==> src/rtl/ms_xfer_pkg.sv <==
// rtl/ms_xfer_pkg.sv - shared types and constants for the master/slave transfer controller
package ms_xfer_pkg;

    localparam int GAP_W = 4;

    typedef logic id_t;

    typedef enum logic [2:0] {
        ST_IDLE,
        ST_CAPTURE,
        ST_GAP_A,
        ST_TRANSFER,
        ST_GAP_B,
        ST_DONE
    } state_t;

    function automatic logic [1:0] id_onehot(input id_t id);
        return id ? 2'b10 : 2'b01;
    endfunction

endpackage

==> src/rtl/ms_stage_reg.sv <==
// rtl/ms_stage_reg.sv - two-stage master/slave register with capture and transfer enables
module ms_stage_reg #(
    parameter int WIDTH = 8
) (
    input  logic             clk,
    input  logic             reset,
    input  logic             cap_en,
    input  logic             xfer_en,
    input  logic [WIDTH-1:0] d,
    output logic [WIDTH-1:0] q
);

    logic [WIDTH-1:0] master_q;
    logic [WIDTH-1:0] slave_q;

    always_ff @(posedge clk or posedge reset) begin
        if (reset) begin
            master_q <= '0;
            slave_q  <= '0;
        end else begin
            if (cap_en) begin
                master_q <= d;
            end
            if (xfer_en) begin
                slave_q <= master_q;
            end
        end
    end

    assign q = slave_q;

endmodule

==> src/rtl/ms_xfer_ctrl.sv <==
// rtl/ms_xfer_ctrl.sv - round-robin sequencer sharing one master/slave register between two requesters
module ms_xfer_ctrl
    import ms_xfer_pkg::*;
#(
    parameter int WIDTH = 8,
    parameter int GAP   = 2
) (
    input  logic             clk,
    input  logic             reset,
    input  logic [1:0]       req,
    input  logic [WIDTH-1:0] d0,
    input  logic [WIDTH-1:0] d1,
    output logic [1:0]       gnt,
    output logic             busy,
    output logic             phi1,
    output logic             phi2,
    output logic [WIDTH-1:0] q,
    output logic             done,
    output logic             done_id
);

    localparam logic [GAP_W-1:0] GAP_LOAD = (GAP == 0) ? '0 : GAP_W'(GAP - 1);

    state_t            state_q, state_d;
    id_t               id_q, id_d;
    logic [GAP_W-1:0]  cnt_q, cnt_d;
    logic [WIDTH-1:0]  stage_d;

    // id_q doubles as last_id: it holds the granted index for the whole transaction
    always_ff @(posedge clk or posedge reset) begin
        if (reset) begin
            state_q <= ST_IDLE;
            id_q    <= 1'b1;
            cnt_q   <= '0;
        end else begin
            state_q <= state_d;
            id_q    <= id_d;
            cnt_q   <= cnt_d;
        end
    end

    always_comb begin
        state_d = state_q;
        id_d    = id_q;
        cnt_d   = cnt_q;
        case (state_q)
            ST_IDLE: begin
                if (req != 2'b00) begin
                    id_d    = (req == 2'b11) ? ~id_q : id_t'(req[1]);
                    state_d = ST_CAPTURE;
                end
            end
            ST_CAPTURE: begin
                if (GAP == 0) begin
                    state_d = ST_TRANSFER;
                end else begin
                    state_d = ST_GAP_A;
                    cnt_d   = GAP_LOAD;
                end
            end
            ST_GAP_A: begin
                if (cnt_q == '0) begin
                    state_d = ST_TRANSFER;
                end else begin
                    cnt_d = cnt_q - 1'b1;
                end
            end
            ST_TRANSFER: begin
                if (GAP == 0) begin
                    state_d = ST_DONE;
                end else begin
                    state_d = ST_GAP_B;
                    cnt_d   = GAP_LOAD;
                end
            end
            ST_GAP_B: begin
                if (cnt_q == '0) begin
                    state_d = ST_DONE;
                end else begin
                    cnt_d = cnt_q - 1'b1;
                end
            end
            ST_DONE: begin
                state_d = ST_IDLE;
            end
            default: begin
                state_d = ST_IDLE;
            end
        endcase
    end

    assign busy    = (state_q != ST_IDLE);
    assign phi1    = (state_q == ST_CAPTURE);
    assign phi2    = (state_q == ST_TRANSFER);
    assign done    = (state_q == ST_DONE);
    assign done_id = done & id_q;
    assign gnt     = busy ? id_onehot(id_q) : 2'b00;

    assign stage_d = gnt[1] ? d1 : d0;

    ms_stage_reg #(
        .WIDTH (WIDTH)
    ) u_stage (
        .clk     (clk),
        .reset   (reset),
        .cap_en  (phi1),
        .xfer_en (phi2),
        .d       (stage_d),
        .q       (q)
    );

endmodule

==> config.mk <==
export PLATFORM = sky130hd
export DESIGN_NAME = ms_xfer_ctrl
export DESIGN_NICKNAME = d
export VERILOG_FILES = /design/src/rtl/ms_xfer_pkg.sv /design/src/rtl/ms_stage_reg.sv /design/src/rtl/ms_xfer_ctrl.sv
export SDC_FILE = /design/constraint.sdc
export NUM_CORES = 1
export LEC_CHECK = 0
export ABC_AREA = 1
export ABC_CLOCK_PERIOD_IN_PS = 2600
export CORE_UTILIZATION = 50
export CTS_CLUSTER_SIZE = 40
export DETAILED_ROUTE_END_ITERATION = 10
export GPL_ROUTABILITY_DRIVEN = 0
export PLACE_DENSITY = 0.91
export SLEW_MARGIN = 15
export SYNTH_ARGS = -nofsm -noshare
export SYNTH_HDL_FRONTEND = slang
export SYNTH_SLANG_ARGS = --single-unit
==> constraint.sdc <==
create_clock -name clk -period 2.6 [get_ports clk]
set_clock_uncertainty 0.1 [all_clocks]
set_input_delay 0.26 -clock clk [delete_from_list [all_inputs] [get_ports clk]]
set_output_delay 0.26 -clock clk [all_outputs]
set_load 0.01 [all_outputs]
# --- Word-level counts from Yosys, hierarchy flattened ---
# Index checks and enable logic that the tools add are counted.
word_totals:
  reg_bits: 24
  elab_cells: 38
  mem_count: 0
  latch_bits: 0
  input_bits: 20
  out_inout_bits: 15
  mem_bits_ro: 0
  ramBits: 0
classes:
  n_div: 0
  eq_ne: 10
  reduce_logical: 10
  order_cmp: 0
  mul: 0
  n_bitwise: 2
  mux: 10
  n_shift: 0
  n_addsub: 1
ops:
  columns: ["op", "n"]
  rows:
  - ["one-hot mux 3 bit (5 select lines)", 1]
  - ["2-to-1 mux 3 bit", 3]
  - ["2-to-1 mux 8 bit", 1]
  - ["inequality test 2 bit, second input constant", 4]
  - ["one-hot mux 4 bit (2 select lines)", 1]
  - ["equality test 3 x 2 -> 1 bit, second input constant", 2]
  - ["equality test 3 bit, second input constant", 2]
  - ["logical NOT 4 bit", 1]
  - ["2-to-1 mux 2 bit", 2]
  - ["2-to-1 mux 4 bit", 1]
  - ["AND reduction 2 bit", 2]
  - ["nonzero test 2 bit", 2]
  - ["OR reduction 2 bit", 2]
  - ["subtractor 4 x 1 -> 4 bit, second input constant", 1]
  - ["equality test 3 x 1 -> 1 bit, second input constant", 1]
  - ["logical NOT 3 bit", 1]
  - ["AND reduction 3 bit", 1]
  - ["nonzero test 3 bit", 1]
  - ["equality test 2 bit, second input constant", 1]
  - ["bitwise AND 1 bit", 1]
  - ["2-to-1 mux 1 bit", 1]
  - ["NOT 1 bit", 1]

# --- Depth between registers and ports, before layout ---
# Gate-level depths: netlist (run 1).
logic_depth:
  ltp_word: 4
  depth_mapped: 8
  ltp_nobuf: 7

# --- Modules after synthesis ---
# A second synthesis (run 1) with hierarchy kept.
unflattened:
  hier_cells: 166
  hier_area_um2: 1238.7
by_module_without_submodules:
  columns: ["mod", "seq_area_each_um2", "n_inst", "cells_per_inst", "area_each_um2"]
  rows:
  - ["ms_xfer_ctrl", 201.4, 1, 97, 624.3]
  - ["ms_stage_reg", 400.4, 1, 69, 614.3]

# --- Worst setup path before layout (run 1) ---
# No wires, ideal clock.
synth_timing:
  path_type: "register to output"
  startpoint: "reg id_q"
  endpoint: "out done_id"
  path_buffers: 0
  path_slack_ns: 1.251
  path_stages_with_launch: 3
  required_ns: 2.240
  arrival_ns: 0.989
  cell_sequence: "dfstp_2 inv_2 nor4_1"
synth_between:
  elab_chain_cells: 1
synth_rtl:
  columns: ["item", "line_no", "text"]
  rows:
  - ["start: declaration", "ms_xfer_ctrl.sv:25", "id_t id_q, id_d;"]
  - ["start signal: assignment", "ms_xfer_ctrl.sv:37", "id_q <= id_d;"]
  - ["bitwise AND 1 bit", "ms_xfer_ctrl.sv:96", "assign done_id = done & id_q;"]
  - ["end: declaration", "ms_xfer_ctrl.sv:19", "output logic done_id"]
# Every way passes these cells.

# --- Worst setup path after layout (run 1) ---
layout_timing:
  startpoint: "reg state_q[2]"
  endpoint: "out phi2"
layout_between:
  elab_chain_cells: 1
layout_rtl:
  columns: ["item", "line_no", "text"]
  rows:
  - ["start: declaration", "ms_xfer_ctrl.sv:24", "state_t state_q, state_d;"]
  - ["start signal: assignment", "ms_xfer_ctrl.sv:36", "state_q <= state_d;"]
  - ["equality test 3 x 2 -> 1 bit", "ms_xfer_ctrl.sv:94", "assign phi2 = (state_q == ST_TRANSFER);"]
  - ["end: declaration", "ms_xfer_ctrl.sv:16", "output logic phi2,"]
# Every way passes these cells.

==> qor.yml, run 1 <==
clock_network:
  clock_latency_ps: 310
  clkSlewWorstSetupHoldPaths_ps: 130
  clock-sinks: 24
  cts_root_buffer: "clkbuf_4"
  cts_buffer_depth: 2
  cts_setup_buffers: 0
  cts_tree: "done"
  cts_repair_resize_count: 0
  cts_made_buffers: 3
  htree_levels: 1
  cts_hold_buf: 0
critical_path:
  reg2reg_slack_ps: 1170
  startpoint_type: "flip-flop"
  cp-endpoint: "phi2"
  reg2reg_depth: 5
  r2r-start: "state_q[0]$_DFFE_PP0P_"
  criticalPathCategory: "flip-flop to primary output"
  end_kind: "primary output"
  path_cells: "inv_2, nand3_2, inv_2, clkdlybuf4s50_1"
  r2r-end: "cnt_q[3]$_DFFE_PP0P_"
  crit_required_ps: 2240
  startpoint: "state_q[2]$_DFFE_PP0P_"
  slowest_delay_ps: 570
  crit_top_cell: "inv_2"
  path_max_fanout: 10
  cp_slowest_cell: "clkdlybuf4s50_1"
  worst_ep_arrival_time_ps: 1940
routing:
  dr_total_vias: 1088
  drtPass1Iterations: 4
  drc_errors: 0
  routed_via_density: 5.06
  drt.antenna.violating_nets: 0
  avgRoutedWirePerCell_um: 13.1
  wl_mm: 2.82
  drt_iter0_markers: 18
placement:
  place_ws_ps: 663
  numPortBuffers: 34
  dp_hpwl_mm: 2.19
timing:
  rsz0062_at_grt: "no"
  hold_viol_final: 0
  setup_violations: 0
  maxSlewHeadroom_pct: 40.4
  max_freq_ghz: 0.435
  finalMaxSlewViolations: 0
  fin_tns_setup_ps: 0
  worst_slack_ps: 303
  post-route-min-period_ps: 2300
  finalCritPeriodShare_pct: 88.4
  tightest_slew_ps: 893
global_route:
  track_usage_pct: 24.7
  grt_pass1_wl_mm: 4.84
  grt_overflow: 0
  antenna_found_initial: 0
  first_global_vias: 1141
  grt_max_degree: 25
final_layout:
  fin_nets: 210
  syn2layout_area_growth_pct: 31.1
  drive_gt1_share_pct: 13.9
  antenna_cells: 0
  final_common_cell: "nand2_1"
  layout_common_cells: "56 x nand2_1, 34 x clkdlybuf4s50_1, 23 x dfrtp_1"
flow_run:
  max_cap_viol_count: 0
run_status:
  status: "finished, final reports clean"
die:
  pin_count: 35
  start_util_pct: 54.7
  rows: 17
  fp.coreArea_um2: 2280
  die_area_um2: 2690
  chipHeight_um: 51.9
  die_x_um: 51.9
yosys:
  syn_inst: 151
  avgSynthCellArea_um2: 8.24
  ys_ff_latch: 24
  synthDistinctLibCells: 23
  yosys_warnings: 0
  seq_area_frac_synth_pct: 48.3
  syn_nets: 173
  syn_area_um2: 1240
worst_hold_path:
  hold_class: "primary input to asynchronous set/reset pin"
power_and_ir_drop:
  power_leakage_uw: 0.000819
  irDropWorstVdd_mv: 0.718
  p_per_area_nw_per_um2: 1190
per-layer routing:
metal / share of wire (%) / global-route usage (%)
met1: 42 / 28.3
met2: 52 / 44.9
met3: 3.8 / 3.80
met4: 1.6 / 10.4
met5: 0 / 0
flip-flops by register name, summed over array words and instances (netlist names):
name	count
id_q	1
u_stage.master_q	8
u_stage.q	8
cnt_q	4
state_q	3
power by group:
group | switching [uW] | total (uW) | internal [uW] | leakage (uW)
logic | 614 | 1050 | 438 | 0.000498
registers | 144 | 689 | 546 | 0.000300
clock network | 110 | 196 | 85.5 | 0.0000210
total | 868 | 1940 | 1070 | 0.000819
worst max-delay path: cells and delay by family (launching register included):
kind / cells / cell delay (ps)
flip-flops: 1 / 500
buffers and inverters: 3 / 920
AND/OR/NAND/NOR: 1 / 200
per-stage QoR:
stage / hold slack (ps) / power [uW] / utilization, % / cells / instance area [um^2]
CTS: 353 / 1950 / 71.7 / 215 / 1630
floorplan: 174 / 1380 / - / 151 / 1240
finish: 326 / 1940 / 71.7 / 215 / 1630
global placement: 362 / 1680 / 70.1 / 211 / 1600
detailed placement: 366 / 1750 / 70.1 / 211 / 1600
global route: 397 / 2090 / 71.7 / 215 / 1630
Yosys cell counts (all sizes together):
master   n  share of area (%)
o31ai    1               0.60
a21oi    1               0.40
dfstp    1                2.1
nor2    25                 10
nand3    5                2.4
inv     13                3.9
xor2     1               0.70
nor3     2               0.80
nand2   61                 21
clkbuf   1                1.1
buf      1               0.90
o21ai   13                7.6
dfrtp   23                 46
nor4     1               0.50
ha       2                2.0
how the worst min path moves through the flow:
stage | from | endpoint | slack (ps)
final | reset | u_stage.q[0]$_DFFE_PP0P_ | 330
after CTS | reset | u_stage.q[0]$_DFFE_PP0P_ | 350
after global routing | req[1] | id_q$_DFFE_PP1P_ | 400
after floorplan | reset | cnt_q[0]$_DFFE_PP0P_ | 170
after detailed placement | u_stage.master_q[1]$_DFFE_PP0P_ | u_stage.master_q[1]$_DFFE_PP0P_ | 370
after global placement | u_stage.master_q[1]$_DFFE_PP0P_ | u_stage.q[1]$_DFFE_PP0P_ | 360
final cells by class:
cell class,count,area (um^2)
inverters,13,48.8
flip-flops and latches,24,602
multi-input cells,112,569
fillers,195,644
clock buffers,4,36.3
repair buffers,34,340
well taps,28,35.0
cells by family (layout without fill, tap and decap cells):
kind of cell | after synthesis | in the layout | share of synthesized area [%]
compound gates | 15 | 15 | 8.64
xor+xnor | 1 | 1 | 0.704
fa+ha+maj | 2 | 2 | 2.01
buf+inv | 15 | 51 | 5.93
flops | 24 | 24 | 48.3
simple gates | 94 | 94 | 34.4
(Power assumes the default switching activity.)
==> run 2, diff against run 1 <==
--- a/config.mk
+++ b/config.mk
@@ -7,6 +7,8 @@
 export LEC_CHECK = 0
 export ABC_AREA = 1
 export ABC_CLOCK_PERIOD_IN_PS = 2600
+export CORE_ASPECT_RATIO = 0.7
+export CORE_MARGIN = 3
 export CORE_UTILIZATION = 50
 export CTS_CLUSTER_SIZE = 40
 export DETAILED_ROUTE_END_ITERATION = 10
==> qor.yml, run 2 (synthesized netlist as in run 1, its figures left out) <==
run_status:
  status: "finished, final reports clean"
die:
  die_x_um: 65.6  # +26%
  die_area_um2: 3130  # +16%
  chipHeight_um: 47.8  # -8.0%
  start_util_pct: 55.1  # +0.39 points
  fp.coreArea_um2: 2260  # -0.71%
  pin_count: 35  # unchanged
  rows: 14  # -3
critical_path:
  path_max_fanout: 10  # unchanged
  reg2reg_slack_ps: 1130  # -40 ps
  slowest_delay_ps: 560  # about the same
  crit_required_ps: 2240  # about the same
  path_cells: "inv_2, nand3_2, inv_2, clkdlybuf4s50_1"
  startpoint: "state_q[2]$_DFFE_PP0P_"
  end_kind: "primary output"
  criticalPathCategory: "flip-flop to primary output"
  worst_ep_arrival_time_ps: 1960  # +20 ps
  r2r-end: "state_q[0]$_DFFE_PP0P_"
  crit_top_cell: "inv_2"
  r2r-start: "state_q[0]$_DFFE_PP0P_"
  cp_slowest_cell: "clkdlybuf4s50_1"
  reg2reg_depth: 6  # +1
  startpoint_type: "flip-flop"
clock_network:
  clock_latency_ps: 320  # about the same
  htree_levels: 1  # unchanged
  cts_setup_buffers: 0  # unchanged
  cts_hold_buf: 0  # unchanged
  clock-sinks: 24  # unchanged
  cts_tree: "done"
  cts_repair_resize_count: 0  # unchanged
  cts_made_buffers: 3  # unchanged
  clkSlewWorstSetupHoldPaths_ps: 130  # about the same
  cts_root_buffer: "clkbuf_4"
  cts_buffer_depth: 2  # unchanged
final_layout:
  drive_gt1_share_pct: 14.4  # +0.46 points
  final_common_cell: "nand2_1"
  design_area_um2: 1660  # +1.8%
  utilization_pct: 73.5  # +1.8 points
  fin_nets: 211  # +0.48%
  regArea_um2: 602  # unchanged
  layout_common_cells: "56 x nand2_1, 34 x clkdlybuf4s50_1, 23 x dfrtp_1"
  multi_input_area_um2: 569  # unchanged
  antenna_cells: 0  # unchanged
  syn2layout_area_growth_pct: 33.4
  fillers: 160  # -18%
placement:
  placed_cell_area_um2: 1610  # +0.78%
  numPortBuffers: 34  # unchanged
  dp_hpwl_mm: 2.37  # +8.3%
timing:
  whs_ps: 151  # -175 ps
  tightest_slew_ps: 324  # -569 ps
  maxSlewHeadroom_pct: 78.3  # +38 points
  setup_violations: 0  # unchanged
  fin_tns_setup_ps: 0  # unchanged
  finalMaxSlewViolations: 0  # unchanged
  max_freq_ghz: 0.432  # -0.77%
  post-route-min-period_ps: 2320  # +17.7 ps
  hold_viol_final: 0  # unchanged
  finalCritPeriodShare_pct: 89.0  # +0.68 points
  rsz0062_at_grt: "no"
routing:
  met3_length_um: 154  # +43%
  wl_met1_mm: 1.30  # +8.1%
  met2_length_mm: 1.57  # +7.0%
  drt_iter0_markers: 63  # +45
  routed_via_density: 5.10  # +0.69%
  drt.antenna.violating_nets: 0  # unchanged
  avgRoutedWirePerCell_um: 13.8  # +5.2%
  drtPass1Iterations: 4  # unchanged
  dr_total_vias: 1121  # +3.0%
  wl_mm: 3.04  # +7.7%
  drc_errors: 0  # unchanged
  top_layer_used: "met4"
global_route:
  grt_pass1_wl_mm: 5.06  # +4.4%
  antenna_found_initial: 0  # unchanged
  first_global_vias: 1070  # -6.2%
  grt_max_degree: 25  # unchanged
  grt_overflow: 0  # unchanged
  track_usage_pct: 22.1  # -2.6 points
power_and_ir_drop:
  pwr-share-clk_pct: 13.3  # +3.2 points
  p_per_area_nw_per_um2: 1230  # +3.4%
  irDropWorstVdd_mv: 0.721  # +0.42%
  p_switching_uw: 896  # +3.2%
  pwr-share-comb_pct: 52.4  # -1.9 points
  power_leakage_uw: 0.000831  # +1.4%
  switching_share_pct: 44.0  # -0.84 points
  p_int_uw: 1140  # +6.8%
  p_seq_share_pct: 34.2  # -1.4 points
flow_run:
  max_cap_viol_count: 0  # unchanged
worst_hold_path:
  hold_class: "primary input to asynchronous set/reset pin"
[run 2: changes by cell type in the layout (fill, tap and decap cells not counted), sizes merged]
cell    previous run  this run
buf                0         1
clkbuf             4         3
bufinv             0         1
[run 2: how the worst max path moves through the flow]
| stage | to | slack [ps] | cells after the start |
|---|---|---|---|
| 6_report | phi2 | 280 | 4 |
| 5_1_grt | phi2 | 170 | 4 |
| 4_1_cts | phi2 | 300 | 4 |
| 3_5_place_dp | phi2 | 660 | 4 |
| 3_3_place_gp | phi2 | 750 | 4 |
| 2_1_floorplan | done_id | 1250 | 2 |
[run 2: final cells by class]
| cell class | instances | area share [%] |
|---|---|---|
| Tap cell | 32 | 2.41 |
| Clock inverter | 1 | 1.81 |
| Multi-Input combinational cell | 112 | 34.3 |
| Timing Repair Buffer | 35 | 20.9 |
| Inverter | 13 | 2.94 |
| Sequential cell | 24 | 36.2 |
| Clock buffer | 3 | 1.36 |
[run 2: power by group through the flow]
stage	clock (uW)	sequential, uW	combinational (uW)
floorplan	0	673	710
global placement	0	685	1000
detailed placement	0	702	1050
CTS	274	695	1070
global route	296	721	1190
finish	272	698	1070
[run 2: per-stage QoR]
stage                     total power [uW]  std cells  setup slack, ps
final                                 2040        220              285
after global routing                  2210        220              168
after CTS                             2040        220              296
after detailed placement              1760        216              658
after global placement                1690        216              747
after floorplan                       1380        151             1250
[run 2: layer usage]
layer	GRT usage, %	vias up
li1	-	547
met1	28.9	540
met2	38.4	32
met3	5.40	2
met4	4.55	0
met5	0	-
[run 2: critical path, delay by kind of cell, from the launching register on]
| family | cells | cell delay [ps] |
|---|---|---|
| buffers and inverters | 3 | 920 |
| flip-flops | 1 | 510 |
| AND/OR/NAND/NOR | 1 | 200 |
==> run 3, diff against run 2 <==
--- a/config.mk
+++ b/config.mk
@@ -7,6 +7,7 @@
 export LEC_CHECK = 0
 export ABC_AREA = 1
 export ABC_CLOCK_PERIOD_IN_PS = 2600
+export CAP_MARGIN = 40
 export CORE_ASPECT_RATIO = 0.7
 export CORE_MARGIN = 3
 export CORE_UTILIZATION = 50
==> results of run 3 <==
Same layout as run 2: the final DEF is identical, and so are final timing and power.
